[src/rtl/alu_pkg.sv]
// Shared definitions for the ALU arbiter: opcodes, FSM states and op classification.
package alu_pkg;

    localparam int XLEN_DEF = 64;

    localparam logic [3:0] OP_ADD  = 4'd0;
    localparam logic [3:0] OP_SUB  = 4'd1;
    localparam logic [3:0] OP_AND  = 4'd2;
    localparam logic [3:0] OP_OR   = 4'd3;
    localparam logic [3:0] OP_XOR  = 4'd4;
    localparam logic [3:0] OP_SLL  = 4'd5;
    localparam logic [3:0] OP_SRL  = 4'd6;
    localparam logic [3:0] OP_SRA  = 4'd7;
    localparam logic [3:0] OP_MUL  = 4'd8;
    localparam logic [3:0] OP_MULH = 4'd9;
    localparam logic [3:0] OP_DIV  = 4'd10;
    localparam logic [3:0] OP_REM  = 4'd11;
    localparam logic [3:0] OP_SLT  = 4'd12;
    localparam logic [3:0] OP_SLTU = 4'd13;

    typedef enum logic [1:0] {
        IDLE = 2'd0,
        EXEC = 2'd1,
        RESP = 2'd2
    } state_t;

    // mul/mulh/div/rem need the long hold on the ALU inputs
    function automatic logic is_multicycle(input logic [3:0] op);
        return (op >= OP_MUL) && (op <= OP_REM);
    endfunction

    // opcodes 14 and 15 are not defined for the ALU
    function automatic logic is_illegal(input logic [3:0] op);
        return op > OP_SLTU;
    endfunction

endpackage

[src/rtl/rr_arb2.sv]
// Two-way round-robin grant: purely combinational, history kept by the caller.
module rr_arb2 (
    input  logic [1:0] valid,
    input  logic       last_grant,
    output logic [1:0] grant
);

    // Alternate when both request, otherwise pass the lone requester through
    always_comb begin
        grant = valid;
        if (valid == 2'b11) begin
            grant = last_grant ? 2'b01 : 2'b10;
        end
    end

endmodule

[src/rtl/alu_arbiter.sv]
// Shares one external combinational ALU between two requesters with a
// single tagged response channel. Optional performance counters are
// enabled with the ALU_ARB_PERF_EN macro.
module alu_arbiter
    import alu_pkg::*;
#(
    parameter int MULDIV_CYCLES = 4,
    parameter int XLEN          = XLEN_DEF
) (
    input  logic            CLK,
    input  logic            RESET,
    input  logic            REQ0_VALID,
    output logic            REQ0_READY,
    input  logic [XLEN-1:0] REQ0_X,
    input  logic [XLEN-1:0] REQ0_Y,
    input  logic [3:0]      REQ0_OP,
    input  logic            REQ1_VALID,
    output logic            REQ1_READY,
    input  logic [XLEN-1:0] REQ1_X,
    input  logic [XLEN-1:0] REQ1_Y,
    input  logic [3:0]      REQ1_OP,
    output logic [XLEN-1:0] ALU_X,
    output logic [XLEN-1:0] ALU_Y,
    output logic [3:0]      ALU_OP,
    input  logic [XLEN-1:0] ALU_RESULT,
    input  logic            ALU_EQUAL,
    output logic            RSP_VALID,
    input  logic            RSP_READY,
    output logic            RSP_ID,
    output logic [XLEN-1:0] RSP_DATA,
    output logic            RSP_EQ,
    output logic            RSP_ERR
`ifdef ALU_ARB_PERF_EN
    ,
    output logic [31:0]     PERF_GRANT0,
    output logic [31:0]     PERF_GRANT1,
    output logic [31:0]     PERF_BUSY
`endif
);

    state_t          state;
    state_t          state_nxt;
    logic            last_grant;
    logic [1:0]      grant;
    logic            accept;
    logic            accept_id;
    logic            capture;
    logic [3:0]      cnt;
    logic [XLEN-1:0] sel_x;
    logic [XLEN-1:0] sel_y;
    logic [3:0]      sel_op;
    logic [3:0]      sel_hold;
    logic [XLEN-1:0] x_q;
    logic [XLEN-1:0] y_q;
    logic [3:0]      op_q;
    logic            id_q;

    // Division corner cases and illegal ops replace whatever the ALU produced
    function automatic logic [XLEN-1:0] fix_result(
        input logic [3:0]      op,
        input logic [XLEN-1:0] x,
        input logic [XLEN-1:0] y,
        input logic [XLEN-1:0] res
    );
        if (is_illegal(op))               return '0;
        if (op == OP_DIV && y == '0)      return '1;
        if (op == OP_REM && y == '0)      return x;
        return res;
    endfunction

    rr_arb2 u_arb (
        .valid      ({REQ1_VALID, REQ0_VALID}),
        .last_grant (last_grant),
        .grant      (grant)
    );

    assign accept_id = grant[1];
    assign sel_x     = accept_id ? REQ1_X  : REQ0_X;
    assign sel_y     = accept_id ? REQ1_Y  : REQ0_Y;
    assign sel_op    = accept_id ? REQ1_OP : REQ0_OP;
    assign sel_hold  = is_multicycle(sel_op) ? 4'(MULDIV_CYCLES) : 4'd1;

    // The ALU sees only the latched request, so it stays quiet outside EXEC
    assign ALU_X  = x_q;
    assign ALU_Y  = y_q;
    assign ALU_OP = op_q;

    // FSM state register
    always_ff @(posedge CLK or posedge RESET) begin
        if (RESET) state <= IDLE;
        else       state <= state_nxt;
    end

    // Next state, grant handshake and capture strobe
    always_comb begin
        state_nxt  = state;
        accept     = 1'b0;
        capture    = 1'b0;
        REQ0_READY = 1'b0;
        REQ1_READY = 1'b0;
        case (state)
            IDLE: begin
                REQ0_READY = grant[0] & ~RESET;
                REQ1_READY = grant[1] & ~RESET;
                if (|grant) begin
                    accept    = 1'b1;
                    state_nxt = EXEC;
                end
            end
            EXEC: begin
                if (cnt == 4'd1) begin
                    capture   = 1'b1;
                    state_nxt = RESP;
                end
            end
            RESP: begin
                if (RSP_READY) state_nxt = IDLE;
            end
            default: state_nxt = IDLE;
        endcase
    end

    // Latch the granted request and its hold time; track round-robin history
    always_ff @(posedge CLK or posedge RESET) begin
        if (RESET) begin
            x_q        <= '0;
            y_q        <= '0;
            op_q       <= '0;
            id_q       <= 1'b0;
            cnt        <= '0;
            last_grant <= 1'b1;
        end else if (accept) begin
            x_q        <= sel_x;
            y_q        <= sel_y;
            op_q       <= sel_op;
            id_q       <= accept_id;
            cnt        <= sel_hold;
            last_grant <= accept_id;
        end else if (state == EXEC && cnt != 4'd1) begin
            cnt        <= cnt - 4'd1;
        end
    end

    // Capture the ALU output and hold the response until it is taken
    always_ff @(posedge CLK or posedge RESET) begin
        if (RESET) begin
            RSP_VALID <= 1'b0;
            RSP_ID    <= 1'b0;
            RSP_DATA  <= '0;
            RSP_EQ    <= 1'b0;
            RSP_ERR   <= 1'b0;
        end else if (capture) begin
            RSP_VALID <= 1'b1;
            RSP_ID    <= id_q;
            RSP_DATA  <= fix_result(op_q, x_q, y_q, ALU_RESULT);
            RSP_EQ    <= ALU_EQUAL;
            RSP_ERR   <= is_illegal(op_q);
        end else if (state == RESP && RSP_READY) begin
            RSP_VALID <= 1'b0;
        end
    end

`ifdef ALU_ARB_PERF_EN
    // Free-running grant and busy counters, wrapping at 2^32
    always_ff @(posedge CLK or posedge RESET) begin
        if (RESET) begin
            PERF_GRANT0 <= '0;
            PERF_GRANT1 <= '0;
            PERF_BUSY   <= '0;
        end else begin
            if (accept && !accept_id) PERF_GRANT0 <= PERF_GRANT0 + 32'd1;
            if (accept &&  accept_id) PERF_GRANT1 <= PERF_GRANT1 + 32'd1;
            if (state == EXEC)        PERF_BUSY   <= PERF_BUSY + 32'd1;
        end
    end
`endif

endmodule

[config.mk]
export PLATFORM = sky130hd
export DESIGN_NAME = alu_arbiter
export DESIGN_NICKNAME = d
export VERILOG_FILES = /design/src/rtl/alu_pkg.sv /design/src/rtl/rr_arb2.sv /design/src/rtl/alu_arbiter.sv
export SDC_FILE = /design/constraint.sdc
export NUM_CORES = 1
export LEC_CHECK = 0
export CORE_AREA = 5 5 204 206
export DETAILED_ROUTE_END_ITERATION = 8
export DIE_AREA = 0 0 209 211
export GPL_ROUTABILITY_DRIVEN = 0
export PLACE_DENSITY = 0.63
export SLEW_MARGIN = 25
export SYNTH_ARGS = -nofsm -noshare
export SYNTH_HDL_FRONTEND = slang
export SYNTH_HIERARCHICAL = 1
export SYNTH_SLANG_ARGS = --single-unit
[constraint.sdc]
create_clock -name CLK -period 10.65 [get_ports CLK]
set_input_delay 3.195 -clock CLK [delete_from_list [all_inputs] [get_ports CLK]]
set_output_delay 3.195 -clock CLK [all_outputs]
set_load 0.05 [all_outputs]
=== After elaboration in Yosys (flattened, before gate mapping) ===
Index checks and enable logic that the tools add are counted.

* Output and inout bits: 202
* Memory bits (writable): 0
* Memories kept: 0
* Memory bits (read-only): 0
* Register bits after elaboration: 208
* Input port bits: 334
* Latch bits: 0
* Logic and storage cells: 75

* Shift-type cells: 0
* $lt $le $gt $ge: 3
* Mux-type cells: 35
* Bitwise gates (word level): 3
* Reductions and logical operators: 11
* Eq/ne operators: 10
* $mul: 0
* Add/subtract/negate cells: 1
* Divide/modulo/power cells: 0

{| class="wikitable"
|+ Operators with widths
! kind !! number
|-
| 2-to-1 mux 64 bit || 8
|-
| logical NOT 64 bit || 1
|-
| 2-to-1 mux 1 bit || 17
|-
| 2-to-1 mux 4 bit || 3
|-
| 2-to-1 mux 2 bit || 5
|-
| == test 4 bit, second input constant || 2
|-
| != test 2 bit, second input constant || 3
|-
| one-hot mux 2 bit (3 select lines) || 1
|-
| logical AND 1 bit || 5
|-
| == test 2 bit, second input constant || 2
|-
| == test 4 x 1 -> 1 bit, second input constant || 1
|-
| >= comparator 4 bit, second input constant || 1
|-
| > comparator 4 bit, second input constant || 1
|-
| <= comparator 4 bit, second input constant || 1
|-
| != test 4 x 1 -> 1 bit, second input constant || 1
|-
| nonzero test 2 bit || 2
|-
| subtractor 4 x 1 -> 4 bit, second input constant || 1
|-
| 2-to-1 mux 3 bit || 1
|-
| AND reduction 3 bit || 1
|-
| bitwise AND 1 bit || 2
|-
| == test 2 x 1 -> 1 bit, second input constant || 1
|-
| logical NOT 2 bit || 1
|-
| OR reduction 2 bit || 1
|-
| NOT 1 bit || 1
|}

=== Depth between registers and ports, before layout ===
Gate-level depths: netlist (run 1).

* Depth in word-level cells: 12
* Depth in mapped cells: 8
* Mapped depth without buffers: 7

=== Cells and area by module ===
The synthesis (run 1) kept the hierarchy.

{| class="wikitable"
|+ By module, submodules not included
! module !! cells each !! times used !! area an instance (µm²) !! seq. area each (µm²)
|-
| alu_arbiter || 1020 || 1 || 10565.1 || 5206.2
|-
| rr_arb2 || 3 || 1 || 18.8 || 0.0
|}

=== Least setup slack after synthesis (run 1) ===
No wires, ideal clock.

* Kind: input -> output
* From: input REQ1_VALID
* To: output REQ1_READY
* Path buffers: 3
* Data required time: 7.455 ns
* Arrival: 4.710 ns
* Path slack: 2.745 ns
* Stages on the path: 5
* Cell sequence: a21boi_0 -> buf_2 -> buf_2 -> buf_1 -> and2_1

* Word-level cells in the longest chain between the ends: 4

{| class="wikitable"
|+ RTL lines
! element !! line !! RTL
|-
| start: declaration || alu_arbiter.sv:17 || <nowiki>input logic REQ1_VALID,</nowiki>
|-
| == test 2 bit || rr_arb2.sv:11 || <nowiki>if (valid == 2'b11) begin</nowiki>
|-
| 2-to-1 mux 2 bit (*) || rr_arb2.sv:11 ||
|-
| bitwise AND 1 bit (*) || alu_arbiter.sv:104 || <nowiki>REQ1_READY = grant[1] & ~RESET;</nowiki>
|-
| 2-to-1 mux 1 bit (*) || alu_arbiter.sv:101 || <nowiki>case (state)</nowiki>
|-
| end: declaration || alu_arbiter.sv:18 || <nowiki>output logic REQ1_READY,</nowiki>
|}

Mark *: on every way between the ends. The rest lies on a longest branch, timed or not.

=== Worst setup path in the final report (run 1) ===
* From: input REQ0_VALID
* To: output REQ0_READY

* Word-level cells in the longest chain between the ends: 4

{| class="wikitable"
|+ RTL lines
! element !! line !! RTL
|-
| start: declaration || alu_arbiter.sv:12 || <nowiki>input logic REQ0_VALID,</nowiki>
|-
| == test 2 bit || rr_arb2.sv:11 ||
|-
| 2-to-1 mux 2 bit (*) || rr_arb2.sv:11 ||
|-
| named net grant[0] || alu_arbiter.sv:44 || <nowiki>logic [1:0] grant;</nowiki>
|-
| bitwise AND 1 bit (*) || alu_arbiter.sv:103 || <nowiki>REQ0_READY = grant[0] & ~RESET;</nowiki>
|-
| 2-to-1 mux 1 bit (*) || alu_arbiter.sv:101 ||
|-
| end: declaration || alu_arbiter.sv:13 || <nowiki>output logic REQ0_READY,</nowiki>
|}

The timed path passes the listed nets; every way through them passes the cells marked *.

==> results.md, run 1 <==
- Post-synthesis xor/xnor area fraction: 0.166%
- Via density: approximately 4.8
- Dpl cells: 2,006
- Endpoints failing hold: 0
- Remaining DRCs: 0
- Nets: 1,843
- I/O pins: 536
- Num CTS Buffers: 24
- Reg-to-Reg Start: last_grant
- Main combinational cell family by area after synthesis: simple AND/OR/NAND/NOR gates
- Area contributors post-synth: dfrtp_1 (49%), mux2i_1 (12%), a21oi_1 (9.3%)
- Max Clk Rate: ~0.12 GHz
- Worst Path Max Fanout: 3
- Synthesized Nets: 1,359
- Clock-pin slew on the worst setup and hold paths: ~0.060 ns
- CTS Buffer Depth: 3
- Layout area overhead: 61.4%
- Total gr overflow: 0
- Yosys warns: 6
- Avg WL per Cell: 20.5 um
- Worst Tran Pin Value: between 0.9 and 1 ns
- Compound-Gate Fraction of Synth Area: 14.8%
- TritonCTS clock tree: built
- First-pass GRT wire length: between 60 and 70 mm
- Die ar.: 44,100 um2
- Adder-cell area share of the yosys netlist: 0.236%
- Design area: 17,100 um2
- Chip width: 209 um
- Non-filler instance count after layout: 2,049
- Area after DPL: 16,300 um2
- Final wirelength: ~42 mm
- Leakage Power: 0.00671 uW
- Site Rows: 73
- Post-cts sizing count: 0
- Hold_buf cts: 0
- Hold crit path type: register to register
- Max-Cap Viols: 0
- Clock Latency Late Sink: 0.52 ns
- Mux cell area share after synthesis: between 10% and 20%
- Netlist cell types: 44
- Largest area contributor in the netlist: dfrtp_1
- Hold Path Depth: 2
- Clk sinks: between 200 and 250
- Initial Util: 26.8%
- Vias post-DR: 9,752
- Largest net degree at the start of global routing: 87
- Mapped Cells: slightly above 1,000
- Buffers on Ports: ~540
- Worst hold start: RSP_DATA[21]
- Fraction of layout cells with a size suffix above 1: 8.20%
- Top_reg_cell synth: dfrtp_1
- CP required: 7.46 ns
- Max-slew headroom: 36.0%
- Hold EP: RSP_DATA[21]
- Post-Synth Simple-Gate Area: 18.6%
- R2r endpoint: ALU_Y[45]
- Fin crit share: around 77%
- Final core utilization: 43.3%
- Sequential share of the synthesized area: ~49%
- Vias in the first global route: 10,300
- Drt first pass iters: 5
- Unrepaired setup endpoints after global routing: false
- Dpl hpwl: 30.9 mm
- R2r setup slk: 7.42 ns
- Final setup viols: 0
- Core ar.: 39,500 um2
- Total power density per cell area: roughly 320 nW/um2
- Skew final: 0.00968 ns
- Root buffer cell: clkbuf_16
- GRT Overall Usage: 18.0%
- H-tree depth: 1
- Yosys reg bits: 208
- Share of the synthesized area in the top cell type: 48.9%
- Final setup TNS: 0 ns
- Synth Cell Area: 10,600 um2
- Crit path kind: input pin to output port
- Top-count cell post-synth: dfrtp_1
- Fin. max-slew vios: 0
- Die height: 211 um
- Status: finished, final reports clean
- Most frequent cells after synthesis: dfrtp_1 (207), a21oi_1 (196), nor2_1 (135), mux2i_1 (131), nand2_1 (69)
- Startpoint Class: input pin
- Cells on worst reg2reg path: 7
- Minimum clock period: 8.20 ns
- Post-synth EDFFs: 0
- Postcts setup bufs: 0
- Nature of the critical path endpoint: output port
- Arrival @ worst endpoint: 5.01 ns
- Detail Route Antenna Nets: 0
- Syn avg cell area: 10.3 um2
- Antenna violations before repair: 1
- VDD IR max: between 0.15 and 0.2 mV
- # diodes: 0
- DRT iter0 DRCs: 440
- Asr flop ratio synth: 100%
-- area by class of cell --
class	count	area, um2
clock buffer	39	728
sequential	208	5210
inverter	7	33.8
tap	525	657
fill	3856	22400
multi-input combinational	715	4930
clock inverter	4	47.5
timing repair buffer	551	5480
-- how the worst max path moves through the flow --
stage,endpoint,start
finish,REQ0_READY,REQ0_VALID
global route,REQ0_READY,REQ0_VALID
CTS,REQ0_READY,REQ0_VALID
detailed placement,REQ0_READY,REQ0_VALID
global placement,REQ0_READY,REQ0_VALID
floorplan,ALU_OP[0],RESET
-- metrics by stage --
step                total power (uW)  worst slack [ns]  hold WS, ns
floorplan                       3530              1.78        0.462
global placement                4730              2.47        0.459
detailed placement              4760              2.46        0.466
CTS                             5610              2.45        0.479
global route                    5840              2.40        0.500
finish                          5540              2.45        0.473
-- flip-flops by register name, indices dropped and copies added (netlist names) --
| register | flops |
|---|---|
| ALU_X | 64 |
| state | 2 |
| RSP_ERR | 1 |
| ALU_OP | 4 |
| last_grant | 1 |
| id_q | 1 |
| RSP_DATA | 64 |
| RSP_ID | 1 |
| cnt | 4 |
| RSP_EQ | 1 |
| ALU_Y | 64 |
| RSP_VALID | 1 |
-- routing by layer --
| metal | part of all wire, % | global-route usage, % | up-vias | wire (um) |
|---|---|---|---|---|
| met4 | 2.5 | 4.21 | 0 | 1040 |
| met3 | 7.4 | 4.95 | 55 | 3100 |
| met1 | 39 | 21.9 | 4650 | 16600 |
| met5 | 0 | 0 | - | 0 |
| met2 | 51 | 32.0 | 401 | 21200 |
| li1 | - | - | 4646 | - |
-- critical path, stage by stage --
cell and delay, ns:
clkdlybuf4s50_1 0.53, a21boi_1 0.31, and2_1 0.17, clkdlybuf4s50_1 0.80
-- layout by cell type (no fill, tap or decap), drive strengths merged, types with 2 or more instances in the layout --
cell	netlist	layout
a21boi	3	3
nor2b	2	2
mux2i	131	131
and2	2	2
buf	41	16
inv	7	7
o21ai	3	3
nand2	69	69
a21oi	196	196
clkbuf	52	39
dfrtp	207	207
mux2	2	2
nor4b	64	64
nand4	4	4
o31ai	64	64
nor4	15	15
clkinv	0	2
clkdlybuf4s50	0	535
a22o	2	2
ha	2	2
nand2b	2	2
nor3	4	4
nor2	135	135
-- power by group --
| group | internal [uW] | switching (uW) |
|---|---|---|
| Sequential | 1190 | 336 |
| Clock | 489 | 335 |
| Combinational | 1080 | 2120 |
| Total | 2760 | 2790 |
-- logic make-up after synthesis --
group | count (synthesis)
AO/OA/AOI/OAI | 274
XOR/XNOR | 2
adder cells (fa/ha/maj) | 2
buffers and inverters | 100
flip-flops | 208
multiplexers | 133
AND/OR/NAND/NOR | 304
Power figures use the tool's default switching activity.
==> run 2: changes to the inputs <==
- CORE_AREA: 5 5 204 206 -> 5 5 203 205
- DIE_AREA: 0 0 209 211 -> 0 0 208 210
- PLACE_DENSITY: 0.63 -> 0.65
- clock period: 10.65 -> 6.6 ns (I/O delays scaled with it)
==> run 2 against run 1 <==
  * Critical path depth did not move
  * Cell area rose by 0.49%
  * Sequential share of layout area fell by 0.15 points
  * Critical endpoint unchanged
  * Largest cell class unchanged
==> results.md, run 2 (synthesis results as in run 1) <==
- Total gr overflow: 0
- Crit path to: REQ0_READY
- Crit-path cells: clkdlybuf4s50_1, a21boi_1, and2_1, clkdlybuf4s50_1
- Vias in the first global route: 10,500
- DRT iter0 DRCs: 465
- Endpoints failing hold: 0
- CTS Buffer Depth: 3
- Max-slew headroom: 38.0%
- Hold_buf cts: 0
- Root buffer cell: clkbuf_16
- Drt first pass iters: 4
- Max Clk Rate: between 0.15 and 0.2 GHz
- Cells on worst reg2reg path: 6
- CP max stage delay: roughly 0.8 ns
- Clk sinks: 208
- Vias post-DR: 9,943
- Nature of the critical path endpoint: output port
- Skew final: approximately 0.018 ns
- Via density: about 4.8
- Total power density per cell area: around 530 nW/um2
- Buffers on Ports: between 500 and 600
- R2r setup slk: between 3 and 4 ns
- Crit path from: REQ0_VALID
- VDD IR max: 0.254 mV
- Most common cell after layout, fill and taps aside: clkdlybuf4s50_1
- Max-Cap Viols: 0
- Worst Tran Pin Value: 0.930 ns
- Clock-pin slew on the worst setup and hold paths: around 0.060 ns
- Nets: 1,846
- Worst hold start: RSP_DATA[62]
- R2r endpoint: RSP_DATA[2]
- Die ar.: approximately 44,000 um2
- Remaining DRCs: 0
- Most frequent cells in the layout: clkdlybuf4s50_1 (535), dfrtp_1 (206), a21oi_1 (196), nor2_1 (135), mux2i_1 (131)
- Layout area overhead: 62.2%
- First-pass GRT wire length: between 60 and 70 mm
- Arrival @ worst endpoint: 3.81 ns
- Initial Util: a little over a quarter
- Startpoint Class: input pin
- GRT Overall Usage: between 10% and 20%
- Largest net degree at the start of global routing: 119
- Clock Latency Late Sink: 0.54 ns
- Fin. max-slew vios: 0
- Hold Path Depth: 2
- Dpl hpwl: 30.8 mm
- Postcts setup bufs: 0
- Site Rows: 73
- Non-filler instance count after layout: 2,053
- Detail Route Antenna Nets: 0
- Unrepaired setup endpoints after global routing: false
- Final setup viols: 0
- Final wirelength: 42.5 mm
- I/O pins: 536
- H-tree depth: 1
- TritonCTS clock tree: built
- Status: finished, final reports clean
- Avg WL per Cell: about 21 um
- Reg-to-Reg Start: ALU_Y[0]
- Crit path kind: input pin to output port
- Minimum clock period: 5.79 ns
- Core ar.: 39,300 um2
- Die height: 210 um
- Chip width: about 210 um
- Final setup TNS: 0 ns
- Fraction of layout cells with a size suffix above 1: 8.45%
- Slowest-stage cell, CP: clkdlybuf4s50_1
- Post-cts sizing count: 0
- Leakage Power: 0.00674 uW
- Num CTS Buffers: 25
- CP required: 4.62 ns
- Crit-path most repeated cell: clkdlybuf4s50_1
- Antenna violations before repair: 1
- Fin crit share: 87.7%
- Worst Path Max Fanout: 3
- Hold crit path type: register to register
- Dpl cells: 2,007
run 2: per-stage QoR:
stage	setup slack (ns)	area, um2	util (%)	total power [uW]	hold slack [ns]
3_5_place_dp	0.797	16300	41.6	7720	0.464
4_1_cts	0.793	17100	43.7	9140	0.477
6_report	0.815	17200	43.7	9050	0.475
2_1_floorplan	1.13	10600	-	5690	0.462
5_1_grt	0.744	17200	43.7	9480	0.490
3_3_place_gp	0.786	16300	41.6	7660	0.460
run 2: power breakdown:
group	switching (uW)	total (uW)	internal, uW
clock network	554	1370	819
logic	3440	5200	1760
registers	562	2480	1910
total	4560	9050	4490
run 2: worst max-delay path: cells and delay by family:
kind | cells | cell delay [ns]
buffers and inverters | 2 | 1.36
AOI/OAI and AO/OA | 1 | 0.29
and+or+nand+nor | 1 | 0.17
run 2: layout make-up:
| class | instances | area [um2] |
|---|---|---|
| clock inverter | 7 | 88.8 |
| multi-input combinational | 715 | 4930 |
| tap | 525 | 657 |
| antenna | 1 | 2.50 |
| timing repair buffer | 553 | 5540 |
| inverter | 7 | 30.0 |
| clock buffer | 37 | 711 |
| sequential | 208 | 5210 |
| fill | 3794 | 22100 |
run 2: metal layers:
layer | part of all wire, % | global-route usage, % | vias to the layer above
li1 | - | - | 4668
met1 | 40 | 22.3 | 4795
met2 | 50 | 32.1 | 409
met3 | 6.3 | 3.97 | 71
met4 | 3.5 | 6.59 | 0
met5 | 0 | 0 | -
run 2: worst min path at each step:
stage,slack [ns],endpoint
after floorplan,0.46,id_q
final,0.47,RSP_DATA[62]
after detailed placement,0.46,RSP_DATA[30]
after CTS,0.48,RSP_DATA[55]
after global placement,0.46,RSP_DATA[30]
after global routing,0.49,RSP_DATA[62]
==> run 3: changes to the inputs <==
- CORE_AREA: 5 5 203 205 -> 2 2 205 207
- DIE_AREA: 0 0 208 210 -> 0 0 207 209
- HOLD_SLACK_MARGIN: default -> 0.15
- PLACE_DENSITY: 0.65 -> 0.63
- REMOVE_ABC_BUFFERS: default -> 1
==> run 3 against run 2 <==
  * Clock power barely moved
  * Sequential share of layout area hardly changed
  * Setup slack gained 0.019 ns
  * Combinational power shrank 0.8%
  * Register-to-register slack worse by 0.10 ns
  * Fmax up 0.33%
  * Largest cell class unchanged
  * Largest power group unchanged
==> results.md, run 3 (synthesis results as in run 1) <==
- Dpl hpwl: about 28 mm
- Startpoint Class: input pin
- Clock-pin slew on the worst setup and hold paths: roughly 0.06 ns
- Hold_ws: 0.474 ns
- Final setup viols: 0
- Fin crit share: 87.4%
- Crit-path cells: clkdlybuf4s50_1, a21boi_1, and2_1, clkdlybuf4s50_1
- Hold_buf cts: 0
- Core ar.: 41,300 um2
- GRT Overall Usage: 18.0%
- Buffers on Ports: 535
- Fin. max-slew vios: 0
- First-pass GRT wire length: 61.5 mm
- Clk sinks: about 210
- Total power density per cell area: 523 nW/um2
- Nets: 1,841
- Leakage Power: 0.00674 uW
- Avg WL per Cell: 19.5 um
- Vias post-DR: 9,879
- Final core utilization: 41.6%
- Slowest-stage cell, CP: clkdlybuf4s50_1
- TritonCTS clock tree: built
- I/O pins: 536
- Minimum clock period: 5.77 ns
- Max-slew headroom: 35.2%
- Crit path kind: input pin to output port
- Die height: roughly 210 um
- DRT iter0 DRCs: approximately 410
- CTS Buffer Depth: 3
- Arrival @ worst endpoint: 3.79 ns
- Detail Route Antenna Nets: 0
- Most frequent cells in the layout: clkdlybuf4s50_1 (534), dfrtp_1 (206), a21oi_1 (196), nor2_1 (135), mux2i_1 (131)
- Status: finished, final reports clean
- Antenna violations before repair: 2
- Site Rows: 75
- VDD IR max: 0.269 mV
- Worst Path Max Fanout: 3
- Most common cell after layout, fill and taps aside: clkdlybuf4s50_1
- Drt first pass iters: 4
- Post-cts sizing count: 0
- Crit. path cell count: 4
- H-tree depth: 1
- Max-Cap Viols: 0
- Clock Latency Late Sink: 0.54 ns
- Remaining DRCs: 0
- Layout area overhead: 62.2%
- CP required: 4.62 ns
- Num CTS Buffers: 25
- R2r setup slk: 3.56 ns
- CP bufs+invs: 2
- Max Clk Rate: between 0.15 and 0.2 GHz
- Unrepaired setup endpoints after global routing: false
- Total gr overflow: 0
- Root buffer cell: clkbuf_16
- Via density: 4.79
- Crit-path most repeated cell: clkdlybuf4s50_1
- Endpoints failing hold: 0
- Die ar.: 43,300 um2
- CP max stage delay: 0.80 ns
- Largest net degree at the start of global routing: 153
- Worst Tran Pin Value: 0.973 ns
- Cells on worst reg2reg path: 6
- Hold Path Depth: 2
- Final setup TNS: 0 ns
- Initial Util: approximately a quarter
- Vias in the first global route: 10,300
- Nature of the critical path endpoint: output port
- Top cell family by delay on the critical path: buffers and inverters
- Hold crit path type: register to register
- Postcts setup bufs: 0
- Final wirelength: about 40 mm
- Fraction of layout cells with a size suffix above 1: under 10%
- Skew final: 0.0119 ns
- Chip width: 207 um
==> run 3: layer usage <==
metal | track usage, % | wire length, um | part of all wire, %
met4 | 5.91 | 1100 | 2.7
met5 | 0 | 13 | 0.032
met3 | 5.28 | 3240 | 8.1
met1 | 21.5 | 16200 | 40
met2 | 30.9 | 19600 | 49
==> run 3: layout make-up <==
type	instances	area, um2
multi-input cells	715	4940
well taps	539	674
fillers	4071	24100
clock buffers	36	747
repair buffers	548	5490
flip-flops and latches	208	5210
clock inverters	8	72.6
inverters	7	33.8
diodes	1	2.50
==> run 3: tightest hold or removal path: stages, from the launching register on <==
cell	delay (ns)
dfrtp_1	0.34
nand2_1	0.05
o31ai_1	0.05
==> run 3: where the power goes <==
group          internal (uW)  switching, uW  leakage (uW)  total [uW]
combinational           1750           3410       0.00394        5160
sequential              1910            530       0.00239        2440
clock                    821            558      0.000411        1380
total                   4490           4500       0.00674        8990
==> run 3: worst paths after layout <==
check,from,end
max,REQ0_VALID,REQ0_READY
min in group asynchronous,RESET,RSP_DATA[26]
min,RSP_DATA[49],RSP_DATA[49]
max in group asynchronous,RESET,ALU_OP[0]
max reg2reg,ALU_Y[1],RSP_DATA[1]
min reg2reg,RSP_DATA[49],RSP_DATA[49]
==> run 3: per-stage QoR <==
| stage | power (uW) | worst slack [ns] | instances | area [um2] |
|---|---|---|---|---|
| 5_1_grt | 9460 | 0.770 | 2062 | 17200 |
| 3_3_place_gp | 7600 | 0.858 | 2017 | 16300 |
| 6_report | 8990 | 0.834 | 2062 | 17200 |
| 2_1_floorplan | 5940 | -14.89 | 930 | 10100 |
| 4_1_cts | 9080 | 0.842 | 2061 | 17200 |
| 3_5_place_dp | 7660 | 0.844 | 2017 | 16300 |
